==> src/rtl/uart_axi_pkg.sv <==
`default_nettype none
//==============================================================================
// Module  : uart_axi_pkg
// Purpose : Shared constants and types for the UART-driven AXI4-Lite master:
//           command opcodes, error reply bytes, AXI response codes and the
//           command FSM state encoding.
// Ports   : none (package)
// Rev     : 1.0  initial release
//==============================================================================
package uart_axi_pkg;

    localparam logic [7:0] OP_WRITE    = 8'h57;  // 'W'
    localparam logic [7:0] OP_READ     = 8'h52;  // 'R'
    localparam logic [7:0] ERR_OPCODE  = 8'hEE;
    localparam logic [7:0] ERR_TIMEOUT = 8'hEF;

    localparam logic [1:0] RESP_OKAY   = 2'b00;
    localparam logic [1:0] RESP_EXOKAY = 2'b01;
    localparam logic [1:0] RESP_SLVERR = 2'b10;
    localparam logic [1:0] RESP_DECERR = 2'b11;

    typedef enum logic [2:0] {
        ST_IDLE     = 3'd0,
        ST_GET_ADDR = 3'd1,
        ST_GET_DATA = 3'd2,
        ST_AXI_AW   = 3'd3,
        ST_AXI_B    = 3'd4,
        ST_AXI_AR   = 3'd5,
        ST_AXI_R    = 3'd6,
        ST_SEND     = 3'd7
    } state_t;

    // Response image, MSB-first: STATUS byte followed by four data bytes.
    function automatic logic [39:0] resp_image(input logic [1:0]  resp,
                                               input logic [31:0] data);
        return {6'b0, resp, data};
    endfunction

endpackage
`default_nettype wire

==> src/rtl/uart_axi_resp_ser.sv <==
`default_nettype none
//==============================================================================
// Module  : uart_axi_resp_ser
// Purpose : Response serialiser. Loads up to five bytes (MSB first) and feeds
//           them one at a time to uart_tx, pulsing done once the last byte
//           has been accepted by the transmitter.
// Ports   : clk, reset (async, active-high), load_i, bytes_i[39:0],
//           count_i[2:0], tx_busy_i, tx_data_o[7:0], tx_start_o, done_o
// Rev     : 1.0  initial release
//==============================================================================
module uart_axi_resp_ser (
    input  logic        clk,
    input  logic        reset,
    input  logic        load_i,
    input  logic [39:0] bytes_i,
    input  logic [2:0]  count_i,
    input  logic        tx_busy_i,
    output logic [7:0]  tx_data_o,
    output logic        tx_start_o,
    output logic        done_o
);
    logic [39:0] shreg_q;
    logic [2:0]  left_q;
    logic        active_q;
    logic        guard_q;
    logic [7:0]  tx_data_q;
    logic        tx_start_q;

    assign tx_data_o  = tx_data_q;
    assign tx_start_o = tx_start_q;
    // The guard cycle covers the gap before uart_tx raises busy, so the last
    // byte is known to be in flight when done fires.
    assign done_o     = active_q && (left_q == 3'd0) && !guard_q;

    always_ff @(posedge clk or posedge reset) begin
        if (reset) begin
            shreg_q    <= '0;
            left_q     <= '0;
            active_q   <= 1'b0;
            guard_q    <= 1'b0;
            tx_data_q  <= '0;
            tx_start_q <= 1'b0;
        end else begin
            tx_start_q <= 1'b0;
            guard_q    <= 1'b0;
            if (load_i) begin
                shreg_q  <= bytes_i;
                left_q   <= count_i;
                active_q <= 1'b1;
            end else if (active_q) begin
                if (done_o) begin
                    active_q <= 1'b0;
                end else if (!guard_q && (left_q != 3'd0) && !tx_busy_i) begin
                    tx_data_q  <= shreg_q[39:32];
                    shreg_q    <= {shreg_q[31:0], 8'h00};
                    left_q     <= left_q - 3'd1;
                    tx_start_q <= 1'b1;
                    guard_q    <= 1'b1;
                end
            end
        end
    end
endmodule
`default_nettype wire

==> src/rtl/uart_rx.sv <==
`default_nettype none
//==============================================================================
// Module  : uart_rx
// Purpose : 8N1 UART receiver. A received byte is held in data with valid
//           high until read is pulsed; a byte completing while valid is still
//           high overwrites data (overrun).
// Ports   : clk, resetn (async, active-low), rx (serial in),
//           data[7:0], valid (byte available), read (consume pulse)
// Rev     : 1.0  initial release
//==============================================================================
module uart_rx #(
    parameter int CLOCK_FREQ = 100000000,
    parameter int BAUD_RATE  = 115200
) (
    input  logic       clk,
    input  logic       resetn,
    input  logic       rx,
    output logic [7:0] data,
    output logic       valid,
    input  logic       read
);
    localparam int CPB = CLOCK_FREQ / BAUD_RATE;

    typedef enum logic [1:0] {RX_IDLE, RX_START, RX_DATA, RX_STOP} rx_state_t;

    rx_state_t   state_q;
    logic        sync1_q, sync2_q;
    logic [15:0] baud_q;
    logic [2:0]  bit_q;
    logic [7:0]  shreg_q;
    logic [7:0]  data_q;
    logic        valid_q;

    assign data  = data_q;
    assign valid = valid_q;

    always_ff @(posedge clk or negedge resetn) begin
        if (!resetn) begin
            state_q <= RX_IDLE;
            sync1_q <= 1'b1;
            sync2_q <= 1'b1;
            baud_q  <= '0;
            bit_q   <= '0;
            shreg_q <= '0;
            data_q  <= '0;
            valid_q <= 1'b0;
        end else begin
            sync1_q <= rx;
            sync2_q <= sync1_q;
            if (read) valid_q <= 1'b0;
            case (state_q)
                RX_IDLE: begin
                    baud_q <= '0;
                    if (!sync2_q) state_q <= RX_START;
                end
                RX_START: begin
                    // Re-check the line mid start bit to reject glitches.
                    if (baud_q == 16'(CPB / 2 - 1)) begin
                        baud_q  <= '0;
                        bit_q   <= '0;
                        state_q <= sync2_q ? RX_IDLE : RX_DATA;
                    end else begin
                        baud_q <= baud_q + 16'd1;
                    end
                end
                RX_DATA: begin
                    if (baud_q == 16'(CPB - 1)) begin
                        baud_q  <= '0;
                        shreg_q <= {sync2_q, shreg_q[7:1]};
                        bit_q   <= bit_q + 3'd1;
                        if (bit_q == 3'd7) state_q <= RX_STOP;
                    end else begin
                        baud_q <= baud_q + 16'd1;
                    end
                end
                default: begin
                    if (baud_q == 16'(CPB - 1)) begin
                        state_q <= RX_IDLE;
                        if (sync2_q) begin
                            data_q  <= shreg_q;
                            valid_q <= 1'b1;
                        end
                    end else begin
                        baud_q <= baud_q + 16'd1;
                    end
                end
            endcase
        end
    end
endmodule
`default_nettype wire

==> src/rtl/uart_tx.sv <==
`default_nettype none
//==============================================================================
// Module  : uart_tx
// Purpose : 8N1 UART transmitter. start is honoured only while busy is low;
//           busy rises the cycle after start and falls after the stop bit.
// Ports   : clk, resetn (async, active-low), data[7:0], start, tx, busy
// Rev     : 1.0  initial release
//==============================================================================
module uart_tx #(
    parameter int CLOCK_FREQ = 100000000,
    parameter int BAUD_RATE  = 115200
) (
    input  logic       clk,
    input  logic       resetn,
    input  logic [7:0] data,
    input  logic       start,
    output logic       tx,
    output logic       busy
);
    localparam int CPB = CLOCK_FREQ / BAUD_RATE;

    logic [9:0]  shreg_q;
    logic [15:0] baud_q;
    logic [3:0]  bit_q;
    logic        busy_q;
    logic        tx_q;

    assign tx   = tx_q;
    assign busy = busy_q;

    always_ff @(posedge clk or negedge resetn) begin
        if (!resetn) begin
            shreg_q <= '0;
            baud_q  <= '0;
            bit_q   <= '0;
            busy_q  <= 1'b0;
            tx_q    <= 1'b1;
        end else if (!busy_q) begin
            if (start) begin
                shreg_q <= {1'b1, data, 1'b0};
                baud_q  <= '0;
                bit_q   <= '0;
                busy_q  <= 1'b1;
                tx_q    <= 1'b0;
            end
        end else if (baud_q == 16'(CPB - 1)) begin
            baud_q <= '0;
            if (bit_q == 4'd9) begin
                busy_q <= 1'b0;
                tx_q   <= 1'b1;
            end else begin
                bit_q <= bit_q + 4'd1;
                tx_q  <= shreg_q[4'(bit_q + 4'd1)];
            end
        end else begin
            baud_q <= baud_q + 16'd1;
        end
    end
endmodule
`default_nettype wire

==> src/rtl/uart_axi_master.sv <==
`default_nettype none
//==============================================================================
// Module  : uart_axi_master
// Purpose : UART-command-driven AXI4-Lite initiator. Decodes serial frames
//           (W: 57 A3..A0 D3..D0, R: 52 A3..A0), issues one AXI4-Lite access
//           and replies with STATUS (+ R3..R0 for reads); 0xEE for a bad
//           opcode.
// Ports   : clk, reset (async, active-high); AXI4-Lite master AW/W/B/AR/R
//           channels (m_axi_*); uart_rx / uart_tx serial pins; busy.
// Options : UART_AXI_FRAME_TIMEOUT_EN - when defined, a partial frame idle for
//           TIMEOUT_CYCLES is dropped and 0xEF is replied.
// Rev     : 1.0  initial release
//==============================================================================
module uart_axi_master
    import uart_axi_pkg::*;
#(
    parameter int CLOCK_FREQ     = 100000000,
    parameter int BAUD_RATE      = 115200,
    parameter int AXI_ADDR_WIDTH = 32,
    parameter int TIMEOUT_CYCLES = 1000000
) (
    input  logic                      clk,
    input  logic                      reset,
    output logic [AXI_ADDR_WIDTH-1:0] m_axi_awaddr,
    output logic                      m_axi_awvalid,
    input  logic                      m_axi_awready,
    output logic [31:0]               m_axi_wdata,
    output logic [3:0]                m_axi_wstrb,
    output logic                      m_axi_wvalid,
    input  logic                      m_axi_wready,
    input  logic [1:0]                m_axi_bresp,
    input  logic                      m_axi_bvalid,
    output logic                      m_axi_bready,
    output logic [AXI_ADDR_WIDTH-1:0] m_axi_araddr,
    output logic                      m_axi_arvalid,
    input  logic                      m_axi_arready,
    input  logic [31:0]               m_axi_rdata,
    input  logic [1:0]                m_axi_rresp,
    input  logic                      m_axi_rvalid,
    output logic                      m_axi_rready,
    input  logic                      uart_rx,
    output logic                      uart_tx,
    output logic                      busy
);
    logic        resetn;
    logic [7:0]  rx_data;
    logic        rx_valid;
    logic [7:0]  tx_data;
    logic        tx_start;
    logic        tx_busy;

    state_t      state_q, state_d;
    logic        is_write_q, is_write_d;
    logic [31:0] addr_q, addr_d;
    logic [31:0] data_q, data_d;
    logic [1:0]  cnt_q, cnt_d;
    logic        awvalid_q, awvalid_d;
    logic        wvalid_q, wvalid_d;
    logic        arvalid_q, arvalid_d;
    logic        rx_read_q, rx_read_d;

    logic        ser_load;
    logic [39:0] ser_bytes;
    logic [2:0]  ser_count;
    logic        ser_done;
    logic        take;
    logic        timeout;

    assign resetn = ~reset;

    uart_rx #(.CLOCK_FREQ(CLOCK_FREQ), .BAUD_RATE(BAUD_RATE)) u_rx (
        .clk(clk), .resetn(resetn), .rx(uart_rx),
        .data(rx_data), .valid(rx_valid), .read(rx_read_q)
    );

    uart_tx #(.CLOCK_FREQ(CLOCK_FREQ), .BAUD_RATE(BAUD_RATE)) u_tx (
        .clk(clk), .resetn(resetn), .data(tx_data), .start(tx_start),
        .tx(uart_tx), .busy(tx_busy)
    );

    uart_axi_resp_ser u_ser (
        .clk(clk), .reset(reset), .load_i(ser_load), .bytes_i(ser_bytes),
        .count_i(ser_count), .tx_busy_i(tx_busy), .tx_data_o(tx_data),
        .tx_start_o(tx_start), .done_o(ser_done)
    );

    // rx_valid only clears the cycle after the read pulse is seen by uart_rx,
    // so a byte is never taken while the previous read is still in flight.
    assign take = rx_valid && !rx_read_q;

`ifdef UART_AXI_FRAME_TIMEOUT_EN
    logic [31:0] timer_q, timer_d;
    logic        in_frame;

    assign in_frame = (state_q == ST_GET_ADDR) || (state_q == ST_GET_DATA);
    assign timeout  = in_frame && (timer_q == 32'(TIMEOUT_CYCLES));

    always_comb begin
        timer_d = '0;
        if (in_frame && !take) timer_d = timer_q + 32'd1;
    end

    always_ff @(posedge clk or posedge reset) begin
        if (reset) timer_q <= '0;
        else       timer_q <= timer_d;
    end
`else
    assign timeout = 1'b0;
`endif

    always_comb begin
        state_d    = state_q;
        is_write_d = is_write_q;
        addr_d     = addr_q;
        data_d     = data_q;
        cnt_d      = cnt_q;
        awvalid_d  = awvalid_q;
        wvalid_d   = wvalid_q;
        arvalid_d  = arvalid_q;
        rx_read_d  = 1'b0;
        ser_load   = 1'b0;
        ser_bytes  = '0;
        ser_count  = '0;
        case (state_q)
            ST_IDLE: begin
                if (take) begin
                    rx_read_d = 1'b1;
                    if (rx_data == OP_WRITE || rx_data == OP_READ) begin
                        is_write_d = (rx_data == OP_WRITE);
                        cnt_d      = 2'd0;
                        state_d    = ST_GET_ADDR;
                    end else begin
                        ser_load  = 1'b1;
                        ser_bytes = {ERR_OPCODE, 32'h0};
                        ser_count = 3'd1;
                        state_d   = ST_SEND;
                    end
                end
            end
            ST_GET_ADDR: begin
                if (take) begin
                    rx_read_d = 1'b1;
                    addr_d    = {addr_q[23:0], rx_data};
                    cnt_d     = cnt_q + 2'd1;
                    if (cnt_q == 2'd3) begin
                        if (is_write_q) begin
                            state_d = ST_GET_DATA;
                        end else begin
                            arvalid_d = 1'b1;
                            state_d   = ST_AXI_AR;
                        end
                    end
                end else if (timeout) begin
                    ser_load  = 1'b1;
                    ser_bytes = {ERR_TIMEOUT, 32'h0};
                    ser_count = 3'd1;
                    state_d   = ST_SEND;
                end
            end
            ST_GET_DATA: begin
                if (take) begin
                    rx_read_d = 1'b1;
                    data_d    = {data_q[23:0], rx_data};
                    cnt_d     = cnt_q + 2'd1;
                    if (cnt_q == 2'd3) begin
                        awvalid_d = 1'b1;
                        wvalid_d  = 1'b1;
                        state_d   = ST_AXI_AW;
                    end
                end else if (timeout) begin
                    ser_load  = 1'b1;
                    ser_bytes = {ERR_TIMEOUT, 32'h0};
                    ser_count = 3'd1;
                    state_d   = ST_SEND;
                end
            end
            ST_AXI_AW: begin
                // AW and W retire independently; B waits for both.
                if (awvalid_q && m_axi_awready) awvalid_d = 1'b0;
                if (wvalid_q && m_axi_wready)   wvalid_d  = 1'b0;
                if (!awvalid_d && !wvalid_d)    state_d   = ST_AXI_B;
            end
            ST_AXI_B: begin
                if (m_axi_bvalid) begin
                    ser_load  = 1'b1;
                    ser_bytes = resp_image(m_axi_bresp, 32'h0);
                    ser_count = 3'd1;
                    state_d   = ST_SEND;
                end
            end
            ST_AXI_AR: begin
                if (m_axi_arready) begin
                    arvalid_d = 1'b0;
                    state_d   = ST_AXI_R;
                end
            end
            ST_AXI_R: begin
                if (m_axi_rvalid) begin
                    ser_load  = 1'b1;
                    ser_bytes = resp_image(m_axi_rresp, m_axi_rdata);
                    ser_count = 3'd5;
                    state_d   = ST_SEND;
                end
            end
            ST_SEND: begin
                if (ser_done) state_d = ST_IDLE;
            end
            default: state_d = ST_IDLE;
        endcase
    end

    always_ff @(posedge clk or posedge reset) begin
        if (reset) begin
            state_q    <= ST_IDLE;
            is_write_q <= 1'b0;
            addr_q     <= '0;
            data_q     <= '0;
            cnt_q      <= '0;
            awvalid_q  <= 1'b0;
            wvalid_q   <= 1'b0;
            arvalid_q  <= 1'b0;
            rx_read_q  <= 1'b0;
        end else begin
            state_q    <= state_d;
            is_write_q <= is_write_d;
            addr_q     <= addr_d;
            data_q     <= data_d;
            cnt_q      <= cnt_d;
            awvalid_q  <= awvalid_d;
            wvalid_q   <= wvalid_d;
            arvalid_q  <= arvalid_d;
            rx_read_q  <= rx_read_d;
        end
    end

    assign m_axi_awaddr  = addr_q[AXI_ADDR_WIDTH-1:0];
    assign m_axi_araddr  = addr_q[AXI_ADDR_WIDTH-1:0];
    assign m_axi_wdata   = data_q;
    assign m_axi_wstrb   = 4'hF;
    assign m_axi_awvalid = awvalid_q;
    assign m_axi_wvalid  = wvalid_q;
    assign m_axi_arvalid = arvalid_q;
    assign m_axi_bready  = (state_q == ST_AXI_B);
    assign m_axi_rready  = (state_q == ST_AXI_R);
    assign busy          = (state_q != ST_IDLE);

endmodule
`default_nettype wire
==> config.mk <==
export PLATFORM = sky130hd
export DESIGN_NAME = uart_axi_master
export DESIGN_NICKNAME = d
export VERILOG_FILES = /design/src/rtl/uart_axi_pkg.sv /design/src/rtl/uart_axi_resp_ser.sv /design/src/rtl/uart_rx.sv /design/src/rtl/uart_tx.sv /design/src/rtl/uart_axi_master.sv
export SDC_FILE = /design/constraint.sdc
export NUM_CORES = 1
export LEC_CHECK = 0
export BUFFER_PORTS_ARGS = -buffer_cell sky130_fd_sc_hd__buf_4
export CAP_MARGIN = 20
export CORE_AREA = 4 4 135 137
export CTS_BUF_LIST = sky130_fd_sc_hd__clkbuf_8
export DETAILED_ROUTE_END_ITERATION = 8
export DIE_AREA = 0 0 139 141
export PLACE_DENSITY = 0.81
export SETUP_SLACK_MARGIN = 0.4
export SYNTH_ARGS = -nofsm -noshare
export SYNTH_HDL_FRONTEND = slang
export SYNTH_HIERARCHICAL = 1
export SYNTH_SLANG_ARGS = --single-unit
==> constraint.sdc <==
create_clock -name clk -period 5.7 [get_ports clk]
set_input_delay 0.285 -clock clk [delete_from_list [all_inputs] [get_ports clk]]
set_output_delay 0.285 -clock clk [all_outputs]
set_load 0.02 [all_outputs]
# ---- After elaboration in Yosys (flattened, before gate mapping)
# Index checks and enable logic that the tools add are counted.
dict set report word_totals {
  output_inout_bits 107
  word_cells 219
  regBits 198
}
dict set report op_classes {
  eq_ne 38
  addsub 6
  n_mux 97
  magnitude_cmp 1
  reduce_logical 46
  bitwise_logic 4
}
# operator count
set ops {}
lappend ops {{2-to-1 mux 40 bit} 6}
lappend ops {{one-hot mux 40 bit (3 select lines)} 1}
lappend ops {{2-to-1 mux 16 bit} 6}
lappend ops {{2-to-1 mux 34 bit} 2}
lappend ops {{2-to-1 mux 3 bit} 19}
lappend ops {{one-hot mux 16 bit (3 select lines)} 1}
lappend ops {{2-to-1 mux 1 bit} 39}
lappend ops {{adder 16 x 1 -> 16 bit (second input constant)} 2}
lappend ops {{equality test 16 x 10 -> 1 bit (second input constant)} 2}
lappend ops {{inequality test 2 bit (second input constant)} 16}
lappend ops {{one-hot mux 3 bit (8 select lines)} 1}
lappend ops {{2-to-1 mux 2 bit} 9}
lappend ops {{AND reduction 3 bit} 6}
lappend ops {{equality test 16 x 9 -> 1 bit (second input constant)} 1}
lappend ops {{equality test 8 x 7 -> 1 bit (second input constant)} 2}
lappend ops {{2-to-1 mux 4 bit} 4}
lappend ops {{equality test 3 bit (second input constant)} 5}
lappend ops {{nonzero test 2 bit} 7}
lappend ops {{AND reduction 10 bit} 1}
lappend ops {{AND reduction 2 bit} 5}
lappend ops {{AND reduction 5 bit} 2}
lappend ops {{one-hot mux 3 bit (3 select lines)} 1}
lappend ops {{nonzero test 3 bit} 3}
lappend ops {{logical AND 1 bit} 8}
lappend ops {{26 further kinds} 43}

# ---- Depth between registers and ports, before layout
# Gate-level depths: netlist of the first run.
dict set report depth {
  ltp_word 7
  ltp_mapped 10
}

# ---- Cells and area by module
# Netlist of the first run, hierarchy kept.
# mod seq_area_each_um2 area_per_inst_um2 instances cells_each
set by_module_without_submodules {}
lappend by_module_without_submodules {uart_axi_master 1851.8 3609.7 1 299}
lappend by_module_without_submodules {uart_axi_resp_ser 1326.3 2595.0 1 229}
lappend by_module_without_submodules {uart_rx 1003.5 1935.6 1 165}
lappend by_module_without_submodules {uart_tx 777.0 1767.9 1 172}

# ---- Worst setup path after synthesis of the first run
# OpenSTA, ideal clock, no wires.
dict set report synth_timing {
  path_kind {reg2reg}
  start {register u_rx.data_q[7], in the netlist u_rx/data[7]}
  end {register u_ser.shreg_q[27]}
  setup_time_ps 80
  path_stages_with_launch 10
  required_ps 5620
  arrival_time_ps 2360
  n_path_buf 3
  slack_ps 3261
  cell_sequence {dfrtp_1 and4bb_2 nand3_1 nor2b_1 or3_1 buf_2 clkinv_1 buf_2 buf_1 a2bb2oi_1}
}
dict set report synth_via {
  elab_chain_cells 7
}
# element line
set synth_rtl {}
lappend synth_rtl {{from (decl)} uart_rx.sv:31} ;# logic [7:0] data_q;
lappend synth_rtl {{from (signal assigned)} uart_rx.sv:80} ;# data_q <= shreg_q;
lappend synth_rtl {{equality test 8 x 7 -> 1 bit} uart_axi_master.sv:128} ;# if (rx_data == OP_WRITE || rx_data == OP_READ) begin
lappend synth_rtl {{logical OR 1 bit *} uart_axi_master.sv:128}
lappend synth_rtl {{2-to-1 mux 1 bit *} uart_axi_master.sv:128}
lappend synth_rtl {{2-to-1 mux 1 bit *} uart_axi_master.sv:126} ;# if (take) begin
lappend synth_rtl {{one-hot mux 1 bit (3 select lines) *} uart_axi_master.sv:124} ;# case (state_q)
lappend synth_rtl {{inequality test 2 bit (no line) / nonzero test 2 bit (equally long branches)} -}
lappend synth_rtl {{AND reduction 3 bit (no line)} -}
lappend synth_rtl {{to (signal assigned)} uart_axi_resp_ser.sv:47} ;# shreg_q <= bytes_i;
lappend synth_rtl {{to (signal assigned)} uart_axi_resp_ser.sv:55} ;# shreg_q <= {shreg_q[31:0], 8'h00};
lappend synth_rtl {{to (decl)} uart_axi_resp_ser.sv:22} ;# logic [39:0] shreg_q;
# Every way passes the cells marked *; elsewhere a longest branch is shown, timed or not.
# A chain may end at the register's enable or synchronous reset.

==> flow_metrics.env, run 1 <==
export IMPL_filler_cells_inserted=1309
export IMPL_insertedDiodeCount=0
export IMPL_yosysWarnings=6
export IMPL_latest_clock_arrival_within_the_worst_skew_pair_ps=460
export IMPL_internal_power_mw=2.29
export IMPL_total_leakage_power_nw=5.45
export IMPL_worst_hold_path_num_cells=4
export IMPL_hold_viol=0
export IMPL_period_minus_slack_ps=3390
export IMPL_grt_antenna_before_repair=0
export IMPL_avgRoutedWirePerCell_um=17.2
export IMPL_max_freq_mhz=295
export IMPL_placeableCoreArea_um2=17100
export IMPL_power_clock_fraction_pct=25.6
export IMPL_route_antenna_remaining_nets=0
export IMPL_num_rows=48
export IMPL_hold_path_startpoint="m_axi_wready"
export IMPL_post_synth_num_cell_types=85
export IMPL_port_buffers=146
export IMPL_num_io_pins=151
export IMPL_min_path_type="in -> reg"
export IMPL_path_class="reg -> reg"
export IMPL_layout_worst_path_cycle_share_pct=59.5
export IMPL_final_setup_viol_count=0
export IMPL_cts_max_level=4
export IMPL_fin_tns_setup_ps=0
export IMPL_buffer_type_at_the_clock_tree_root="clkbuf_8"
export IMPL_tightestPinTransition_ps=1030
export IMPL_ctsLongestPathBuffers=2
export IMPL_critPathArrivalTime_ps=3740
export IMPL_slowest_delay_ps=640
export IMPL_synthCells=865
export IMPL_yosysSeqAreaShare_pct=50.0
export IMPL_fin_worst_skew_ps=12.7
export IMPL_critical_path_required_ps=6050
export IMPL_cp_cell_sequence="and2b_1 -> and3_1 -> or3_2 -> buf_4 -> nor4_4 -> mux2_2"
export IMPL_route_vias_total=7035
export IMPL_outcome="finished clean"
export IMPL_critPathCaptureType="flop"
export IMPL_die_y_um=141
export IMPL_switching_share_pct=33.5
export IMPL_design_die_area_um2=19600
export IMPL_max_cap_violations=0
export IMPL_drc=0
export IMPL_maxSlewHeadroom_pct=30.7
export IMPL_wl_um=20400
export IMPL_grt_pass1_wl_um=34100
export IMPL_net_switching_power_mw=1.15
export IMPL_cts_tree="done"
export IMPL_r2r_cells=6
export IMPL_async_reset_ff_share_pct=100
export IMPL_starting_utilization_of_the_core_area_pct=58.1
export IMPL_global_route_usage_total_pct=20.9
export IMPL_grt_total_ovfl=0
export IMPL_clk_transition_reported_paths_ps=100
export IMPL_slew_viol_final=0
export IMPL_synthesis_area_um2=9910
export IMPL_vias_per_cell=5.92
export IMPL_synthesis_area_per_instance_um2=11.5
export IMPL_cts_num_sinks=198
export IMPL_reg2reg_slack_ps=2310
export IMPL_ys_dominant_reg_cell="dfrtp_1"
export IMPL_hpwlAfterDp_um=13900
export IMPL_grt_setup_unrepaired="false"
export IMPL_final_nets=1005
export IMPL_r2r_startpoint="state_q[0]"
export IMPL_r2r_end="u_ser/tx_data_o[3]"
export IMPL_finalWeightedCongestion=0.889
export IMPL_die_width_um=139
export IMPL_proportion_of_power_drawn_by_combinational_gates_pct=26.0
export IMPL_crit_path_max_fanout=66
export IMPL_first_global_vias=6632
export IMPL_number_of_design_rule_violations_left_by_the_first_detailed_router_iteration=525
export IMPL_grt_max_degree=84
export IMPL_layout_area_overhead_vs_synth_pct=13.5
export IMPL_cellPowerDensity_nw_per_um2=307
export IMPL_ys_seq_elements=198
export IMPL_firstDrtPassIters=5
export IMPL_share_seq_of_total_power_pct=48.4
export IMPL_worst_hold_path_ep="m_axi_wvalid"
export IMPL_drive_above_1_share_pct=33.4
export IMPL_cts_inserted_buffers=17
export IMPL_number_of_enable_type_register_cells_in_the_synthesized_netlist=0
export IMPL_start_kind="flop"
export IMPL_fin_util_pct=65.9
export IMPL_timing_critical_path_slowest_stage_cell="nor4_4"
export IMPL_irDropWorstVdd_uv=233
==> worst max-delay path, delay by kind of cell (launching register included) <==
kind,cells,cell delay [ps]
flops,1,530
buf+inv,1,340
mux,1,400
simple gates,4,2000
==> area by class of cell <==
type | instances | area (um2) | share of cell area [%]
clock inverters | 13 | 140 | 1.25
clock buffers | 18 | 248 | 2.20
flip-flops and latches | 198 | 4960 | 44.1
inverters | 17 | 68.8 | 0.612
multi-input cells | 561 | 4360 | 38.8
repair buffers | 156 | 1190 | 10.6
well taps | 225 | 282 | 2.50
==> registers in the layout, indices dropped and copies added (netlist names), 2 cells and up <==
signal           cells
u_tx/baud_q         16
cnt_q                2
u_rx/shreg_q         8
u_ser/shreg_q       40
u_ser/tx_data_o      8
u_tx/bit_q           4
state_q              3
u_rx/data            8
m_axi_wdata         32
u_rx/bit_q           3
m_axi_araddr        32
u_rx/state_q         2
u_rx/baud_q         16
u_ser/left_q         3
u_tx/shreg_q         9
==> power by group through the flow <==
stage	clock network (mW)	logic (mW)	registers, mW
2_1_floorplan	0	0.738	1.66
3_3_place_gp	0	0.879	1.68
3_5_place_dp	0	0.886	1.69
4_1_cts	0.907	0.892	1.66
5_1_grt	0.976	0.990	1.69
6_report	0.884	0.896	1.67
==> cell usage in the layout, fill, tap and decap left out, types with 4 or more instances in the layout <==
cell,n
nand2_1,45
nand2b_1,14
a2bb2oi_1,18
a41oi_1,17
o311a_1,8
o21ai_0,20
nor2b_1,14
a21oi_1,16
nor3b_1,4
and4_1,4
mux2_2,99
conb_1,6
ha_1,10
inv_8,5
nand3_1,17
buf_4,153
or2_2,4
nand4_1,12
and3_1,10
o211ai_1,4
mux2i_1,5
inv_1,14
xor2_1,6
o31ai_1,19
nor4_1,12
a22o_1,4
and2_1,36
nor3_1,9
nand3b_1,8
a31oi_1,7
a221o_1,18
or3_1,6
xnor2_1,10
nor2_1,33
clkbuf_8,18
dfrtp_1,195
a21o_1,4
==> per-layer routing <==
layer	up-vias	global-route usage (%)	part of all wire [%]
li1	3321	-	-
met1	3465	30.0	45
met2	226	33.0	48
met3	23	4.44	5.6
met4	0	5.30	1.2
met5	-	0	0
==> per-stage QoR <==
stage	setup WS [ps]	power [mW]	cells	cell area (um2)	hold WS [ps]
floorplan	1530	2.40	869	9920	289
global placement	2390	2.56	1154	10800	349
detailed placement	2280	2.58	1154	10800	347
CTS	2280	3.46	1187	11200	106
global route	2040	3.65	1188	11200	111
finish	2310	3.45	1188	11200	125
==> cells in the mapped netlist, drive strengths merged, types with 16 or more instances <==
cell | count | area, um2
and2 | 36 | 225
clkbuf | 20 | 75.1
a21oi | 16 | 80.1
nor4 | 16 | 143
inv | 16 | 60.1
mux2 | 99 | 1110
nand3 | 18 | 95.1
o21ai | 22 | 110
dfrtp | 195 | 4880
a221o | 18 | 180
buf | 73 | 473
nor2 | 34 | 144
o31ai | 19 | 143
a41oi | 18 | 165
nand2 | 45 | 169
a2bb2oi | 19 | 173
==> cells by family after synthesis <==
group / count (synthesis) / share of synthesized area, %
muxes: 105 / 12.0
other: 2 / 0.0758
xor gates and xnor gates: 16 / 1.41
buffers and inverters: 110 / 6.17
and+or+nand+nor: 262 / 16.1
adders and majority gates: 10 / 1.26
AOI/OAI and AO/OA: 162 / 13.0
DFF: 198 / 50.0
==> what timing repair did <==
action | 4_1_cts | 5_1_grt
hold buffers | 2 | 0
buffers inserted | 0 | 0
resized for setup | 0 | 0
endpoints found under the hold margin | 80 | 0
==> worst max-delay path by stage <==
stage	from	end	slack [ps]
final	state_q[0]	u_ser/tx_data_o[3]	2310
after global routing	state_q[0]	u_ser/tx_data_o[7]	2040
after CTS	state_q[0]	u_ser/tx_data_o[3]	2280
after detailed placement	state_q[0]	u_ser/tx_data_o[1]	2280
after global placement	state_q[0]	u_ser/tx_data_o[4]	2390
after floorplan	reset	cnt_q[0]	1530
Power figures use the tool's default switching activity.
==> inputs of run 2 (changes only) <==
==> constraint.sdc (replaced) <==
create_clock -name clk -period 3.2 [get_ports clk]
set_input_delay 0.16 -clock clk [delete_from_list [all_inputs] [get_ports clk]]
set_output_delay 0.16 -clock clk [all_outputs]
set_load 0.02 [all_outputs]
==> flow_metrics.env, run 2 (same netlist as run 1, synthesis figures left out) <==
export IMPL_crit_family="simple AND/OR/NAND/NOR gates"
export IMPL_fin_worst_skew_ps=14.3
export IMPL_wl_um=20700
export IMPL_cts_inserted_buffers=17
export IMPL_route_antenna_remaining_nets=0
export IMPL_layout_area_overhead_vs_synth_pct=15.9
export IMPL_insertedDiodeCount=0
export IMPL_cts_tree="done"
export IMPL_cp_cell_sequence="ha_1 -> or3b_2 -> or4_1 -> nor2_8 -> mux2_2"
export IMPL_final_nets=1031
export IMPL_cp_num_buf_inv=0
export IMPL_latest_clock_arrival_within_the_worst_skew_pair_ps=470
export IMPL_num_io_pins=151
export IMPL_slowest_delay_ps=640
export IMPL_finalWeightedCongestion=0.873
export IMPL_total_leakage_power_nw=5.57
export IMPL_global_route_usage_total_pct=21.2
export IMPL_internal_power_mw=4.18
export IMPL_cellPowerDensity_nw_per_um2=547
export IMPL_die_width_um=139
export IMPL_critPathArrivalTime_ps=2980
export IMPL_layout_worst_path_cycle_share_pct=82.1
export IMPL_crit_path_max_fanout=9
export IMPL_outcome="finished clean"
export IMPL_placeableCoreArea_um2=17100
export IMPL_number_of_design_rule_violations_left_by_the_first_detailed_router_iteration=670
export IMPL_hold_viol=0
export IMPL_cts_max_level=4
export IMPL_irDropWorstVdd_uv=362
export IMPL_period_minus_slack_ps=2630
export IMPL_grt_max_degree=89
export IMPL_fin_tns_setup_ps=0
export IMPL_die_y_um=141
export IMPL_switching_share_pct=33.5
export IMPL_grt_total_ovfl=0
export IMPL_final_cell_mix="195 x dfrtp_1, 166 x buf_4, 99 x mux2_2"
export IMPL_path_class="reg -> reg"
export IMPL_timing_critical_path_slowest_stage_cell="or4_1"
export IMPL_firstDrtPassIters=5
export IMPL_buffer_type_at_the_clock_tree_root="clkbuf_8"
export IMPL_min_path_type="in -> reg"
export IMPL_cts_num_sinks=198
export IMPL_critical_path_required_ps=3550
export IMPL_power_clock_fraction_pct=25.1
export IMPL_tightestPinTransition_ps=1000
export IMPL_maxSlewHeadroom_pct=33.3
export IMPL_max_freq_mhz=381
export IMPL_largest_reg_flops=40
export IMPL_grt_pass1_wl_um=34700
export IMPL_avgRoutedWirePerCell_um=17.1
export IMPL_grt_antenna_before_repair=0
export IMPL_port_buffers=146
export IMPL_first_global_vias=6843
export IMPL_design_die_area_um2=19600
export IMPL_num_rows=48
export IMPL_place_detailed_instances=1168
export IMPL_critPathCaptureType="flop"
export IMPL_route_vias_total=7140
export IMPL_start_kind="flop"
export IMPL_net_switching_power_mw=2.10
export IMPL_layout_cells_most_common="dfrtp_1"
export IMPL_starting_utilization_of_the_core_area_pct=58.1
export IMPL_grt_setup_unrepaired="false"
export IMPL_drc=0
export IMPL_share_seq_of_total_power_pct=46.8
export IMPL_slew_viol_final=0
export IMPL_final_setup_viol_count=0
export IMPL_registers_top_by_ff_count="u_ser/shreg_q"
export IMPL_max_cap_violations=0
export IMPL_final_cell_count_no_fill=1214
export IMPL_vias_per_cell=5.88
export IMPL_proportion_of_power_drawn_by_combinational_gates_pct=28.1
export IMPL_drive_above_1_share_pct=34.3
export IMPL_hpwlAfterDp_um=14300
export IMPL_clk_transition_reported_paths_ps=100
export IMPL_ctsLongestPathBuffers=2
run 2: cell count changes in the layout (fill, tap and decap cells not counted), sizes merged:
cell,delta
buf,+15
clkinv,+2
clkinvlp,+1
dlygate4sd3,+11
inv,-3
run 2: stage by stage:
stage          instance area (um2)  hold WS [ps]  worst slack [ps]  utilization (%)  power, mW
4_1_cts                      11500          11.9               449             67.2       6.32
5_1_grt                      11500          29.1               411             67.3       6.64
2_1_floorplan                 9930           164               761                -       4.27
3_5_place_dp                 10900           210               343             64.2       4.72
6_report                     11500          38.9               573             67.3       6.28
3_3_place_gp                 10900           271               402             64.0       4.67
run 2: worst min-delay path: stages:
cell and delay, ps:
buf_4 70, and2_1 100, a221o_1 140
run 2: worst paths after layout:
kind	start	to	slack (ps)	depth (start not counted)
worst max-delay path	u_rx/baud_q[0]	u_rx/data[0]	570	5
worst min register to register	u_rx/sync1_q	u_rx/sync2_q	360	0
max in group asynchronous	reset	u_tx/baud_q[14]	1960	4
worst min-delay path	m_axi_rdata[20]	u_ser/shreg_q[20]	40	3
min in group asynchronous	reset	u_ser/shreg_q[1]	280	3
worst max register to register	u_rx/baud_q[0]	u_rx/data[0]	570	5
run 2: area by class of cell:
| type | count | area [um2] |
|---|---|---|
| clock buffer | 18 | 248 |
| multi-input combinational | 561 | 4360 |
| clock inverter | 13 | 140 |
| sequential | 198 | 4960 |
| tap | 225 | 282 |
| timing repair buffer | 182 | 1430 |
| inverter | 17 | 71.3 |
| fill | 1288 | 5570 |
run 2: routing by layer:
layer  routed length (um)  vias to the layer above  track usage [%]  share of wire [%]
li1                     -                     3369                -                  -
met1                 9250                     3498             29.4                 45
met2                 9920                      245             34.2                 48
met3                 1210                       28             4.04                5.8
met4                  354                        0             6.69                1.7
met5                    0                        -                0                  0
run 2: what timing repair did:
item,CTS,global route
pin swaps,1,0
hold buffers,13,0
resized for setup,0,2
endpoints found under the setup margin,8,21
buffers inserted,1,0
hold endpoints to repair,59,0
run 2: power groups by stage:
stage                     clock network, mW  logic [mW]  registers, mW
after global routing                   1.73        1.94           2.97
after CTS                              1.63        1.75           2.94
after global placement                    0        1.70           2.97
final                                  1.58        1.76           2.94
after detailed placement                  0        1.73           2.98
after floorplan                           0        1.31           2.95
==> inputs of run 3 (changes only) <==
--- a/config.mk
+++ b/config.mk
@@ -7,11 +7,11 @@
 export LEC_CHECK = 0
 export BUFFER_PORTS_ARGS = -buffer_cell sky130_fd_sc_hd__buf_4
 export CAP_MARGIN = 20
-export CORE_AREA = 4 4 135 137
+export CORE_AREA = 4 4 142 144
 export CTS_BUF_LIST = sky130_fd_sc_hd__clkbuf_8
 export DETAILED_ROUTE_END_ITERATION = 8
-export DIE_AREA = 0 0 139 141
-export PLACE_DENSITY = 0.81
+export DIE_AREA = 0 0 146 148
+export PLACE_DENSITY = 0.77
 export SETUP_SLACK_MARGIN = 0.4
 export SYNTH_ARGS = -nofsm -noshare
 export SYNTH_HDL_FRONTEND = slang
==> constraint.sdc (replaced) <==
create_clock -name clk -period 2.22 [get_ports clk]
set_input_delay 0.111 -clock clk [delete_from_list [all_inputs] [get_ports clk]]
set_output_delay 0.111 -clock clk [all_outputs]
set_load 0.02 [all_outputs]
==> flow_metrics.env, run 3 (same netlist as run 1, synthesis figures left out) <==
export IMPL_place_detailed_instances=1225
export IMPL_timing_critical_path_mode_cell="buf_12"
export IMPL_drc=0
export IMPL_grt_antenna_before_repair=0
export IMPL_placeableCoreArea_um2=18700
export IMPL_wl_um=24900
export IMPL_grt_total_ovfl=0
export IMPL_cts_num_sinks=198
export IMPL_cp_cell_sequence="and4bb_2 -> nand3_4 -> nor2b_4 -> or3_4 -> buf_12 -> buf_12 -> nand2b_4 -> nor4_2 -> a221o_1"
export IMPL_irDropWorstVdd_uv=670
export IMPL_timing_critical_path_slowest_stage_cell="or3_4"
export IMPL_r2r_end="u_ser/shreg_q[13]"
export IMPL_global_route_usage_total_pct=21.5
export IMPL_start_kind="flop"
export IMPL_final_nets=1120
export IMPL_firstDrtPassIters=4
export IMPL_min_path_type="in -> reg"
export IMPL_r2r_startpoint="u_rx/data[5]"
export IMPL_final_cell_mix="217 x buf_4, 190 x dfrtp_1, 75 x mux2_2"
export IMPL_cts_inserted_buffers=17
export IMPL_launching_instance_or_port_of_the_critical_path="u_rx/data[5]"
export IMPL_ctsLongestPathBuffers=2
export IMPL_critical_path_required_ps=2630
export IMPL_critPathArrivalTime_ps=2680
export IMPL_final_cell_count_no_fill=1313
export IMPL_outcome="finished, violations left"
export IMPL_grt_pass1_wl_um=38400
export IMPL_slowest_delay_ps=400
export IMPL_reg2reg_slack_ps=-50
export IMPL_r2r_cells=9
export IMPL_timing_hold_ws_ps=19.8
export IMPL_postLayoutSetupSlackWorst_ps=-45.8
export IMPL_critical_path_cell_count=9
export IMPL_total_leakage_power_nw=6.15
export IMPL_drive_above_1_share_pct=44.1
export IMPL_max_cap_violations=0
export IMPL_num_io_pins=151
export IMPL_starting_utilization_of_the_core_area_pct=53.0
export IMPL_insertedDiodeCount=0
export IMPL_finalWeightedCongestion=0.846
export IMPL_buffer_type_at_the_clock_tree_root="clkbuf_8"
export IMPL_path_class="reg -> reg"
export IMPL_slew_viol_final=0
export IMPL_vias_per_cell=5.86
export IMPL_period_minus_slack_ps=2270
export IMPL_cts_tree="done"
export IMPL_first_global_vias=7491
export IMPL_cts_max_level=4
export IMPL_maxSlewHeadroom_pct=53.6
export IMPL_grt_setup_unrepaired="true"
export IMPL_latest_clock_arrival_within_the_worst_skew_pair_ps=460
export IMPL_max_freq_mhz=441
export IMPL_hpwlAfterDp_um=15400
export IMPL_clk_transition_reported_paths_ps=100
export IMPL_hold_viol=0
export IMPL_critPathCaptureType="flop"
export IMPL_final_setup_viol_count=9
export IMPL_grt_max_degree=90
export IMPL_cellPowerDensity_nw_per_um2=805
export IMPL_avgRoutedWirePerCell_um=19.0
export IMPL_fin_util_pct=69.6
export IMPL_largest_reg_flops=40
export IMPL_failed_checks="negative setup slack"
export IMPL_registers_top_by_ff_count="u_ser/shreg_q"
export IMPL_dpl_worst_slack_ps=-58.0
export IMPL_fin_worst_skew_ps=12.5
export IMPL_route_antenna_remaining_nets=0
export IMPL_port_buffers=146
export IMPL_route_vias_total=7695
export IMPL_crit_path_max_fanout=9
export IMPL_number_of_design_rule_violations_left_by_the_first_detailed_router_iteration=502
export IMPL_crit_family="simple AND/OR/NAND/NOR gates"
export IMPL_die_y_um=148
export IMPL_layout_area_overhead_vs_synth_pct=31.5
export IMPL_die_width_um=146
export IMPL_crit_path_end="u_ser/shreg_q[13]"
export IMPL_tightestPinTransition_ps=695
export IMPL_cp_num_buf_inv=2
export IMPL_layout_cells_most_common="buf_4"
export IMPL_layout_worst_path_cycle_share_pct=102
export IMPL_num_rows=50
export IMPL_design_die_area_um2=21600
[run 3: worst min-delay path by stage]
| stage | from | to | depth (start not counted) |
|---|---|---|---|
| 3_3_place_gp | reset | u_ser/shreg_q[1] | 2 |
| 6_report | m_axi_bresp[0] | u_ser/shreg_q[32] | 3 |
| 3_5_place_dp | reset | u_ser/shreg_q[1] | 2 |
| 5_1_grt | m_axi_rresp[1] | u_ser/shreg_q[33] | 3 |
| 4_1_cts | m_axi_rdata[15] | u_ser/shreg_q[15] | 3 |
| 2_1_floorplan | uart_rx | u_rx/sync1_q | 0 |
[run 3: layer usage]
metal / up-vias / GRT usage (%) / share of wire [%]
met1: 3889 / 27.5 / 41
met4: 0 / 6.68 / 2.5
met3: 44 / 3.80 / 3.8
met2: 203 / 37.6 / 53
met5: - / 0 / 0
li1: 3559 / - / -
[run 3: area by class of cell]
type                            count  area (um2)
Clock buffer                       19         262
Inverter                           17        93.8
Fill cell                        1268        5680
Sequential cell                   198        4960
Multi-Input combinational cell    561        4910
Clock inverter                     13         180
Tap cell                          234         293
Timing Repair inverter              1        16.3
Timing Repair Buffer              270        2310
[run 3: report_power, final]
group | switching [mW] | total, mW | internal, mW
Sequential | 0.303 | 4.32 | 4.02
Combinational | 1.94 | 3.63 | 1.70
Clock | 1.26 | 2.54 | 1.28
Total | 3.50 | 10.5 | 6.99
[run 3: through the flow]
step / TNS, ps / cell area [um2] / power (mW)
floorplan: -652 / 10100 / 6.27
global placement: -87.2 / 11500 / 6.93
detailed placement: -558 / 11500 / 6.99
CTS: 0 / 12600 / 10.0
global route: -1420 / 13000 / 11.0
finish: -155 / 13000 / 10.5
[run 3: repair_timing]
action | in CTS | in global routing
endpoints found under the setup margin | 101 | 105
hold buffers | 28 | 0
setup buffers | 10 | 12
pin swaps | 16 | 14
endpoints found under the hold margin | 222 | 0
cloned | 5 | 1
gates resized for setup | 43 | 82
[run 3: worst min-delay path, cell delays in order]
cell,delay [ps]
buf_4,70
a22o_1,140
a2bb2oi_2,120
